===== src/rtl/bird_rom_arbiter_if.sv =====
// Shared sprite ROM bus: two requester ports, their return paths, and the ROM read port.
// slave = arbiter view; master = requesters plus ROM (driven by the environment).
interface bird_rom_arbiter_if #(
  parameter int ADDR_W = 13,
  parameter int DATA_W = 6
);
  logic              req0;
  logic              req1;
  logic [ADDR_W-1:0] addr0;
  logic [ADDR_W-1:0] addr1;
  logic              gnt0;
  logic              gnt1;
  logic              rvalid0;
  logic              rvalid1;
  logic [DATA_W-1:0] rdata0;
  logic [DATA_W-1:0] rdata1;
  logic [ADDR_W-1:0] rom_addr;
  logic [DATA_W-1:0] rom_dout;

  modport slave (
    input  req0, req1, addr0, addr1, rom_dout,
    output gnt0, gnt1, rvalid0, rvalid1, rdata0, rdata1, rom_addr
  );

  modport master (
    output req0, req1, addr0, addr1, rom_dout,
    input  gnt0, gnt1, rvalid0, rvalid1, rdata0, rdata1, rom_addr
  );
endinterface


===== src/rtl/bird_rom_arbiter.sv =====
// Two-way burst arbiter for one sprite ROM read port; returns tagged words per requester.
// Latency: grant 1 clk after request, data ROM_LAT+1 clks after a beat; no backpressure on returns.
// BIRD_ARB_RR_EN selects round-robin ties; default is fixed priority to requester 0.
module bird_rom_arbiter #(
  parameter int ADDR_W  = 13,
  parameter int DATA_W  = 6,
  parameter int ROM_LAT = 1,
  parameter int BURST   = 32
) (
  input  logic              clk,
  input  logic              rst_n,
  bird_rom_arbiter_if.slave bus
);
  typedef enum logic [1:0] {
    IDLE = 2'd0,
    G0   = 2'd1,
    G1   = 2'd2
  } state_t;

  localparam logic [7:0] BURST_LAST = 8'(BURST - 1);

  state_t     state;
  state_t     state_nxt;
  logic [7:0] cnt;
  logic [7:0] cnt_nxt;
  logic       cur_req;
  logic       oth_req;
  logic       cur_id;
  logic       beat;
  logic       burst_end;

  logic              tag_vld [ROM_LAT];
  logic              tag_id  [ROM_LAT];
  logic              rvalid0;
  logic              rvalid1;
  logic [DATA_W-1:0] rdata0;
  logic [DATA_W-1:0] rdata1;

`ifdef BIRD_ARB_RR_EN
  logic rr_ptr;
  logic rr_ptr_nxt;
`endif

  always_comb begin
    cur_req = 1'b0;
    oth_req = 1'b0;
    cur_id  = 1'b0;
    case (state)
      G0: begin
        cur_req = bus.req0;
        oth_req = bus.req1;
        cur_id  = 1'b0;
      end
      G1: begin
        cur_req = bus.req1;
        oth_req = bus.req0;
        cur_id  = 1'b1;
      end
      default: ;
    endcase
  end

  // In IDLE cur_req is 0, so a beat is simply "granted requester is asking".
  assign beat      = cur_req;
  assign burst_end = (state != IDLE) && (!cur_req || (cnt == BURST_LAST));

  always_comb begin
    state_nxt = state;
    cnt_nxt   = cnt;
`ifdef BIRD_ARB_RR_EN
    rr_ptr_nxt = rr_ptr;
`endif
    if (state == IDLE) begin
      cnt_nxt = 8'd0;
      if (bus.req0 && bus.req1) begin
`ifdef BIRD_ARB_RR_EN
        state_nxt = rr_ptr ? G1 : G0;
`else
        state_nxt = G0;
`endif
      end else if (bus.req0) begin
        state_nxt = G0;
      end else if (bus.req1) begin
        state_nxt = G1;
      end
    end else if (burst_end) begin
      cnt_nxt = 8'd0;
      // The other side always gets the next burst if it is waiting.
      if (oth_req) begin
        state_nxt = cur_id ? G0 : G1;
      end else if (cur_req) begin
        state_nxt = state;
      end else begin
        state_nxt = IDLE;
      end
`ifdef BIRD_ARB_RR_EN
      if (beat || (cnt != 8'd0)) begin
        rr_ptr_nxt = ~cur_id;
      end
`endif
    end else if (beat) begin
      cnt_nxt = cnt + 8'd1;
    end
  end

  always_ff @(posedge clk or negedge rst_n) begin
    if (!rst_n) begin
      state <= IDLE;
      cnt   <= 8'd0;
`ifdef BIRD_ARB_RR_EN
      rr_ptr <= 1'b0;
`endif
    end else begin
      state <= state_nxt;
      cnt   <= cnt_nxt;
`ifdef BIRD_ARB_RR_EN
      rr_ptr <= rr_ptr_nxt;
`endif
    end
  end

  // Tag pipe tracks the ROM's own latency so each word finds its owner.
  always_ff @(posedge clk or negedge rst_n) begin
    if (!rst_n) begin
      for (int i = 0; i < ROM_LAT; i++) begin
        tag_vld[i] <= 1'b0;
        tag_id[i]  <= 1'b0;
      end
    end else begin
      tag_vld[0] <= beat;
      tag_id[0]  <= cur_id;
      for (int i = 1; i < ROM_LAT; i++) begin
        tag_vld[i] <= tag_vld[i-1];
        tag_id[i]  <= tag_id[i-1];
      end
    end
  end

  always_ff @(posedge clk or negedge rst_n) begin
    if (!rst_n) begin
      rvalid0 <= 1'b0;
      rvalid1 <= 1'b0;
      rdata0  <= '0;
      rdata1  <= '0;
    end else begin
      rvalid0 <= tag_vld[ROM_LAT-1] && !tag_id[ROM_LAT-1];
      rvalid1 <= tag_vld[ROM_LAT-1] &&  tag_id[ROM_LAT-1];
      if (tag_vld[ROM_LAT-1] && !tag_id[ROM_LAT-1]) begin
        rdata0 <= bus.rom_dout;
      end
      if (tag_vld[ROM_LAT-1] && tag_id[ROM_LAT-1]) begin
        rdata1 <= bus.rom_dout;
      end
    end
  end

  assign bus.gnt0     = (state == G0);
  assign bus.gnt1     = (state == G1);
  assign bus.rom_addr = beat ? (cur_id ? bus.addr1 : bus.addr0) : '0;
  assign bus.rvalid0  = rvalid0;
  assign bus.rvalid1  = rvalid1;
  assign bus.rdata0   = rdata0;
  assign bus.rdata1   = rdata1;
endmodule


===== src/flat_wrapper.sv =====
// flat-port wrapper written by rule: the top's interface ports become plain ports
module bird_rom_arbiter_flat 
#(
  parameter int ADDR_W  = 13,
  parameter int DATA_W  = 6,
  parameter int ROM_LAT = 1,
  parameter int BURST   = 32
)
  (clk, rst_n, bus_req0, bus_req1, bus_addr0, bus_addr1, bus_rom_dout, bus_gnt0, bus_gnt1, bus_rvalid0, bus_rvalid1, bus_rdata0, bus_rdata1, bus_rom_addr);
  bird_rom_arbiter_if #(.ADDR_W(ADDR_W), .DATA_W(DATA_W)) bus_i ();
  input  logic clk;
  input  logic rst_n;
  input wire logic [$bits(bus_i.req0)-1:0] bus_req0;
  input wire logic [$bits(bus_i.req1)-1:0] bus_req1;
  input wire logic [$bits(bus_i.addr0)-1:0] bus_addr0;
  input wire logic [$bits(bus_i.addr1)-1:0] bus_addr1;
  input wire logic [$bits(bus_i.rom_dout)-1:0] bus_rom_dout;
  output wire logic [$bits(bus_i.gnt0)-1:0] bus_gnt0;
  output wire logic [$bits(bus_i.gnt1)-1:0] bus_gnt1;
  output wire logic [$bits(bus_i.rvalid0)-1:0] bus_rvalid0;
  output wire logic [$bits(bus_i.rvalid1)-1:0] bus_rvalid1;
  output wire logic [$bits(bus_i.rdata0)-1:0] bus_rdata0;
  output wire logic [$bits(bus_i.rdata1)-1:0] bus_rdata1;
  output wire logic [$bits(bus_i.rom_addr)-1:0] bus_rom_addr;
  assign bus_i.req0 = bus_req0;
  assign bus_i.req1 = bus_req1;
  assign bus_i.addr0 = bus_addr0;
  assign bus_i.addr1 = bus_addr1;
  assign bus_i.rom_dout = bus_rom_dout;
  assign bus_gnt0 = bus_i.gnt0;
  assign bus_gnt1 = bus_i.gnt1;
  assign bus_rvalid0 = bus_i.rvalid0;
  assign bus_rvalid1 = bus_i.rvalid1;
  assign bus_rdata0 = bus_i.rdata0;
  assign bus_rdata1 = bus_i.rdata1;
  assign bus_rom_addr = bus_i.rom_addr;
  bird_rom_arbiter #(.ADDR_W(ADDR_W), .DATA_W(DATA_W), .ROM_LAT(ROM_LAT), .BURST(BURST)) u_core (.clk(clk), .rst_n(rst_n), .bus(bus_i));
endmodule

===== config.mk =====
export PLATFORM = sky130hd
export DESIGN_NAME = bird_rom_arbiter_flat
export DESIGN_NICKNAME = d
export VERILOG_FILES = /design/src/rtl/bird_rom_arbiter_if.sv /design/src/rtl/bird_rom_arbiter.sv /design/src/flat_wrapper.sv
export SDC_FILE = /design/constraint.sdc
export NUM_CORES = 1
export LEC_CHECK = 0
export BUFFER_PORTS_ARGS = -buffer_cell sky130_fd_sc_hd__clkbuf_2
export CAP_MARGIN = 20
export CORE_MARGIN = 4
export CORE_UTILIZATION = 45
export DETAILED_ROUTE_END_ITERATION = 10
export HOLD_SLACK_MARGIN = 0.03
export PLACE_DENSITY = 0.88
export REMOVE_ABC_BUFFERS = 1
export SYNTH_ARGS = -nofsm -noshare
export SYNTH_HDL_FRONTEND = slang
export SYNTH_SLANG_ARGS = --single-unit

===== constraint.sdc =====
create_clock -name clk -period 2.32 [get_ports clk]
set_clock_uncertainty 0.2 [all_clocks]
set_input_delay 0.464 -clock clk [delete_from_list [all_inputs] [get_ports clk]]
set_output_delay 0.464 -clock clk [all_outputs]
set_load 0.005 [all_outputs]

# Word-level counts from Yosys, hierarchy flattened
# Cells that the tools add are included.
# word_totals
register_bits	26
latch_bits	0
mem_bits_rw	0
romBits	0
elab_cells	42
n_memories	0
# classes
n_addsub	1
n_mul	0
n_div	0
magnitude_cmp	0
eq_ne	5
shifts	0
n_mux	16
n_bitwise	0
reduce_logical	12
# op_table
cell	n
2-to-1 mux 13 bit	2
2-to-1 mux 8 bit	3
2-to-1 mux 2 bit	8
adder 8 x 1 -> 8 bit, second input constant	1
equality test 8 x 5 -> 1 bit, second input constant	1
logical AND 1 bit	4
!= test 4 bit, second input constant	1
case mux 1 bit (2 select lines)	2
nonzero test 2 bit	2
!= test 3 x 2 -> 1 bit, second input constant	1
AND reduction 3 bit	1
nonzero test 3 bit	1
equality test 2 x 1 -> 1 bit, second input constant	1
equality test 2 bit, second input constant	1
logical NOT 1 bit	2
logical NOT 2 bit	1
logical OR 1 bit	1
2-to-1 mux 1 bit	1

# Logic depth before layout (Yosys ltp)
# logic_depth
depth_word	7
ltp_mapped	7
ltp_nobuf	6

# Worst setup path before layout
# Ideal clock, no wire load.
# synth_timing
path_type	register to output
start	reg u_core.state[0]
end	out bus_rom_addr[10]
arrival_ps	1505
required_time_ps	1656
setup_slack_ps	151
path_stages_with_launch	8
path_buffers	2
cell_sequence	dfrtp_1 inv_1 ha_1 buf_6 a22o_1 nand2_1 clkbuf_1 nor2_1
# synth_via
elab_chain_len	4
# synth_rtl
element	line	source
start, declared	bird_rom_arbiter.sv:22	state_t state;
start signal, assigned	bird_rom_arbiter.sv:114	state <= state_nxt;
equality test 2 bit *	-	
net bus_gnt1	flat_wrapper.sv:19	output wire logic [$bits(bus_i.gnt1)-1:0] bus_gnt1;
2-to-1 mux 1 bit	bird_rom_arbiter.sv:48	case (state)
2-to-1 mux 13 bit	bird_rom_arbiter.sv:159	assign bus.rom_addr = beat ? (cur_id ? bus.addr1 : bus.addr0) : '0;
2-to-1 mux 13 bit *	bird_rom_arbiter.sv:159	
end, declared	flat_wrapper.sv:24	output wire logic [$bits(bus_i.rom_addr)-1:0] bus_rom_addr;
# The timed path passes the listed nets; every way through them passes the cells marked *.

# Final worst setup path
# layout_timing
start	reg u_core.state[0]
end	out bus_rom_addr[4]
# layout_via
elab_chain_len	4
# layout_rtl
element	line
equality test 2 bit	bird_rom_arbiter.sv:48
2-to-1 mux 1 bit	bird_rom_arbiter.sv:48
2-to-1 mux 13 bit	bird_rom_arbiter.sv:159
2-to-1 mux 13 bit *	bird_rom_arbiter.sv:159
# Every way passes the cells marked *; elsewhere a longest branch is shown, timed or not.

==> summary.md <==
| Metric | Value |
|---|---|
| Setup violators final | `0` |
| Worst path required time | `~1.7 ns` |
| Worst Setup SP | `u_core.state[0]` |
| Crit path capture | `bus_rom_addr[4]` |
| Top-Level Pins | `65` |
| Starting Density | `0.477` |
| Routed Antenna Nets | `0` |
| Clock Latency Late Sink | `0.34 ns` |
| Met2 Routed Length | `1710 um` |
| Worst R2R End | `u_core.state[0]` |
| Dpl ws | `~0.10 ns` |
| Placed wire-length estimate | `2300 um` |
| Hold Slack | `0.155 ns` |
| Clk buf depth | `2` |
| Area growth from synthesis to layout | `39.6%` |
| Row cnt | `19` |
| DR vias/cell | `5.28` |
| Switch Pwr | `just under 700 uW` |
| Reg area | `651 um2` |
| Final worst-path cycle share | `0.984` |
| Initial antenna violation count | `0` |
| Synthesized cell area | `1340 um2` |
| Post-Synth Simple-Gate Area | `0.132` |
| Final Slew Violations | `0` |
| Sw Share | `0.345` |
| Final Wtd Congestion | `0.739` |
| Hold Crit Class | `in2reg` |
| Internal power | `1300 uW` |
| Setup ws final | `0.0362 ns` |
| Mux cell area share after synthesis | `0.215` |
| Xor and xnor area share after synthesis | `0.0327` |
| Commonest non-fill, non-tap cell in the layout | `clkbuf_2` |
| Unique masters post-synth | `27` |
| Synth Area per Inst | `10.7 um2` |
| Placeable Area | `about 2800 um2` |
| Worst setup EP type | `primary output` |
| Max Freq | `438 MHz` |
| Reg2Reg Setup Slack | `0.16 ns` |
| Number of synthesized register bits | `26` |
| CTS tree | `yes` |
| Footprint of the multi-input gates | `703 um2` |
| CTS Buf Count | `3` |
| Worst slew margin | `0.571` |
| Synth Flop Type | `dfrtp_1` |
| Clock-pin transition on the worst setup and hold timing paths | `0.15 ns` |
| Largest net degree at the start of global routing | `27` |
| H-Tree Depth | `1` |
| Number of DRC markers in iteration 0 | `19` |
| YS warnings | `0` |
| Overall Global Routing Usage | `0.168` |
| Pwr dens | `1060 nW/um2` |
| Met1 WL | `1280 um` |
| Vias in the first global route | `approximately 1300` |
| GRT Residual Overflow | `0` |
| Post-layout net count | `235` |
| Max cap viols | `0` |
| Worst setup path class | `reg2out` |
| Asr flop ratio synth | `1.00` |
| Highest routed metal layer | `met4` |
| Filler cells | `219` |
| Worst R2R Path Depth | `6` |
| Reg2Reg Launch Point | `u_core.state[1]` |
| Syn Inst Count | `125` |
| Compound-Gate Fraction of Synth Area | `0.0542` |
| Count of input and output buffers | `64` |
| Critical path peak fanout | `8` |
| Drt total wl | `3300 um` |
| Ant diodes | `0` |
| Main combinational cell family by area after synthesis | `multiplexers` |
| Unrepaired setup endpoints after global routing | `true` |
| Clock network power share | `0.163` |
| CP startpoint kind | `flip-flop` |
| CTS Sinks | `26` |
| Fraction of layout cells with a size suffix above 1 | `0.490` |
| Die Height | `62.5 um` |
| Number of enable flip-flop cells after synthesis | `0` |
| Avg WL per Cell | `14.6 um` |
| Root Buffer | `clkbuf_4` |
| Lkg Pwr | `between 0.0009 and 0.001 uW` |
| Die ar. | `3910 um2` |
| Met3 WL | `238 um` |
| Setup TNS | `0 ns` |
| Seq/Total Area, Yosys | `0.486` |
| Logic pwr share | `0.497` |
| Width of the die | `62.5 um` |
| Slew at the pin closest to its max-slew limit | `~0.64 ns` |
| Final hold violations | `0` |
| Fin crit period | `between 2 and 2.5 ns` |
| First-pass GRT wire length | `5400 um` |
| Worst vdd ir | `0.603 mV` |
| Critical path arrival | `approximately 1.6 ns` |
| Synth Area in Adders | `0.0374` |
| Status | `completed` |
| First-pass iteration count of the detailed router | `4` |
| Vias | `approximately 1200` |
| Most frequent cells in the layout | `clkbuf_2 (64), dfrtp_1 (26), nor2_1 (22)` |
| Post-route DRC violation count | `0` |
| Reg power frac | `0.339` |
[per-stage QoR]
stage | instances | power (uW) | cell area [um2] | util
floorplan | 121 | 1140 | 1320 | -
CTS | 222 | 1800 | 1780 | 0.633
global placement | 217 | 1410 | 1680 | 0.599
global route | 225 | 2120 | 1870 | 0.666
detailed placement | 217 | 1440 | 1680 | 0.599
finish | 225 | 1990 | 1870 | 0.666
[power by group through the flow]
stage	Clock (uW)	Sequential, uW	Combinational, uW
after floorplan	0	684	455
after global routing	336	696	1090
after CTS	319	670	816
after global placement	0	675	739
after detailed placement	0	681	760
final	324	674	987
[logic make-up (layout without fill, tap and decap cells)]
group / Yosys count / in the layout
AND/OR/NAND/NOR: 41 / 41
XOR/XNOR: 5 / 5
adder cells (fa/ha/maj): 4 / 4
AO/OA/AOI/OAI: 9 / 9
flip-flops: 26 / 26
multiplexers: 27 / 27
buffers and inverters: 13 / 82
[worst min path at each step]
stage | cells past startpoint | slack, ns | startpoint | end
floorplan | 0 | -0.03 | rst_n | u_core.bus.rdata0[0]
detailed placement | 1 | 0.29 | u_core.bus.rdata0[4] | u_core.bus.rdata0[4]
CTS | 2 | 0.16 | bus_rom_dout[1] | u_core.bus.rdata0[1]
global route | 2 | 0.17 | bus_rom_dout[2] | u_core.bus.rdata0[2]
global placement | 1 | 0.27 | u_core.cnt[0] | u_core.cnt[0]
finish | 2 | 0.16 | bus_rom_dout[1] | u_core.bus.rdata1[1]
[layer usage]
| metal | global-route usage | vias up |
|---|---|---|
| met2 | 0.320 | 52 |
| met5 | 0 | - |
| li1 | - | 561 |
| met4 | 0.0771 | 0 |
| met3 | 0.0252 | 5 |
| met1 | 0.181 | 570 |
[final cells by class]
cell class	count	share of cell area
inverters	9	0.0181
multi-input cells	86	0.376
clock inverters	1	0.0161
well taps	31	0.0207
flip-flops and latches	26	0.348
repair buffers	69	0.209
clock buffers	3	0.0120
[flip-flops by register name, indices dropped and copies added, names as in the netlist]
name and flops:
u_core.bus.rdata0 6, u_core.bus.rdata1 6, u_core.bus.rvalid0 1, u_core.bus.rvalid1 1, u_core.cnt 8, u_core.state 2
u_core.tag_id 1, u_core.tag_vld 1
[cells in the mapped netlist, drive strengths merged, types with 2 or more instances]
cell | count | share of area
dfrtp | 26 | 0.49
nor2 | 23 | 0.064
mux2 | 14 | 0.12
mux2i | 13 | 0.097
inv | 9 | 0.025
nand2 | 7 | 0.020
ha | 4 | 0.037
nand3 | 3 | 0.011
xnor2 | 3 | 0.020
a21oi | 2 | 0.0075
buf | 2 | 0.012
clkbuf | 2 | 0.0056
nand2b | 2 | 0.0093
nand4 | 2 | 0.0093
or3 | 2 | 0.0093
xor2 | 2 | 0.013
[timing repair]
item                                    in CTS  in global routing
endpoints found under the hold margin       26                  0
endpoints found under the setup margin      13                 13
buffers inserted                             0                  2
hold buffers                                 1                  0
cloned                                       0                  1
pin swaps                                    0                  2
gates resized for setup                      7                 10
[worst max-delay path: stages (launching register included)]
cell and delay, ns:
dfrtp_1 0.42, inv_2 0.11, ha_4 0.21, clkbuf_16 0.17
mux2i_1 0.23, nor2_2 0.04, clkbuf_2 0.11
(Power assumes the default switching activity.)
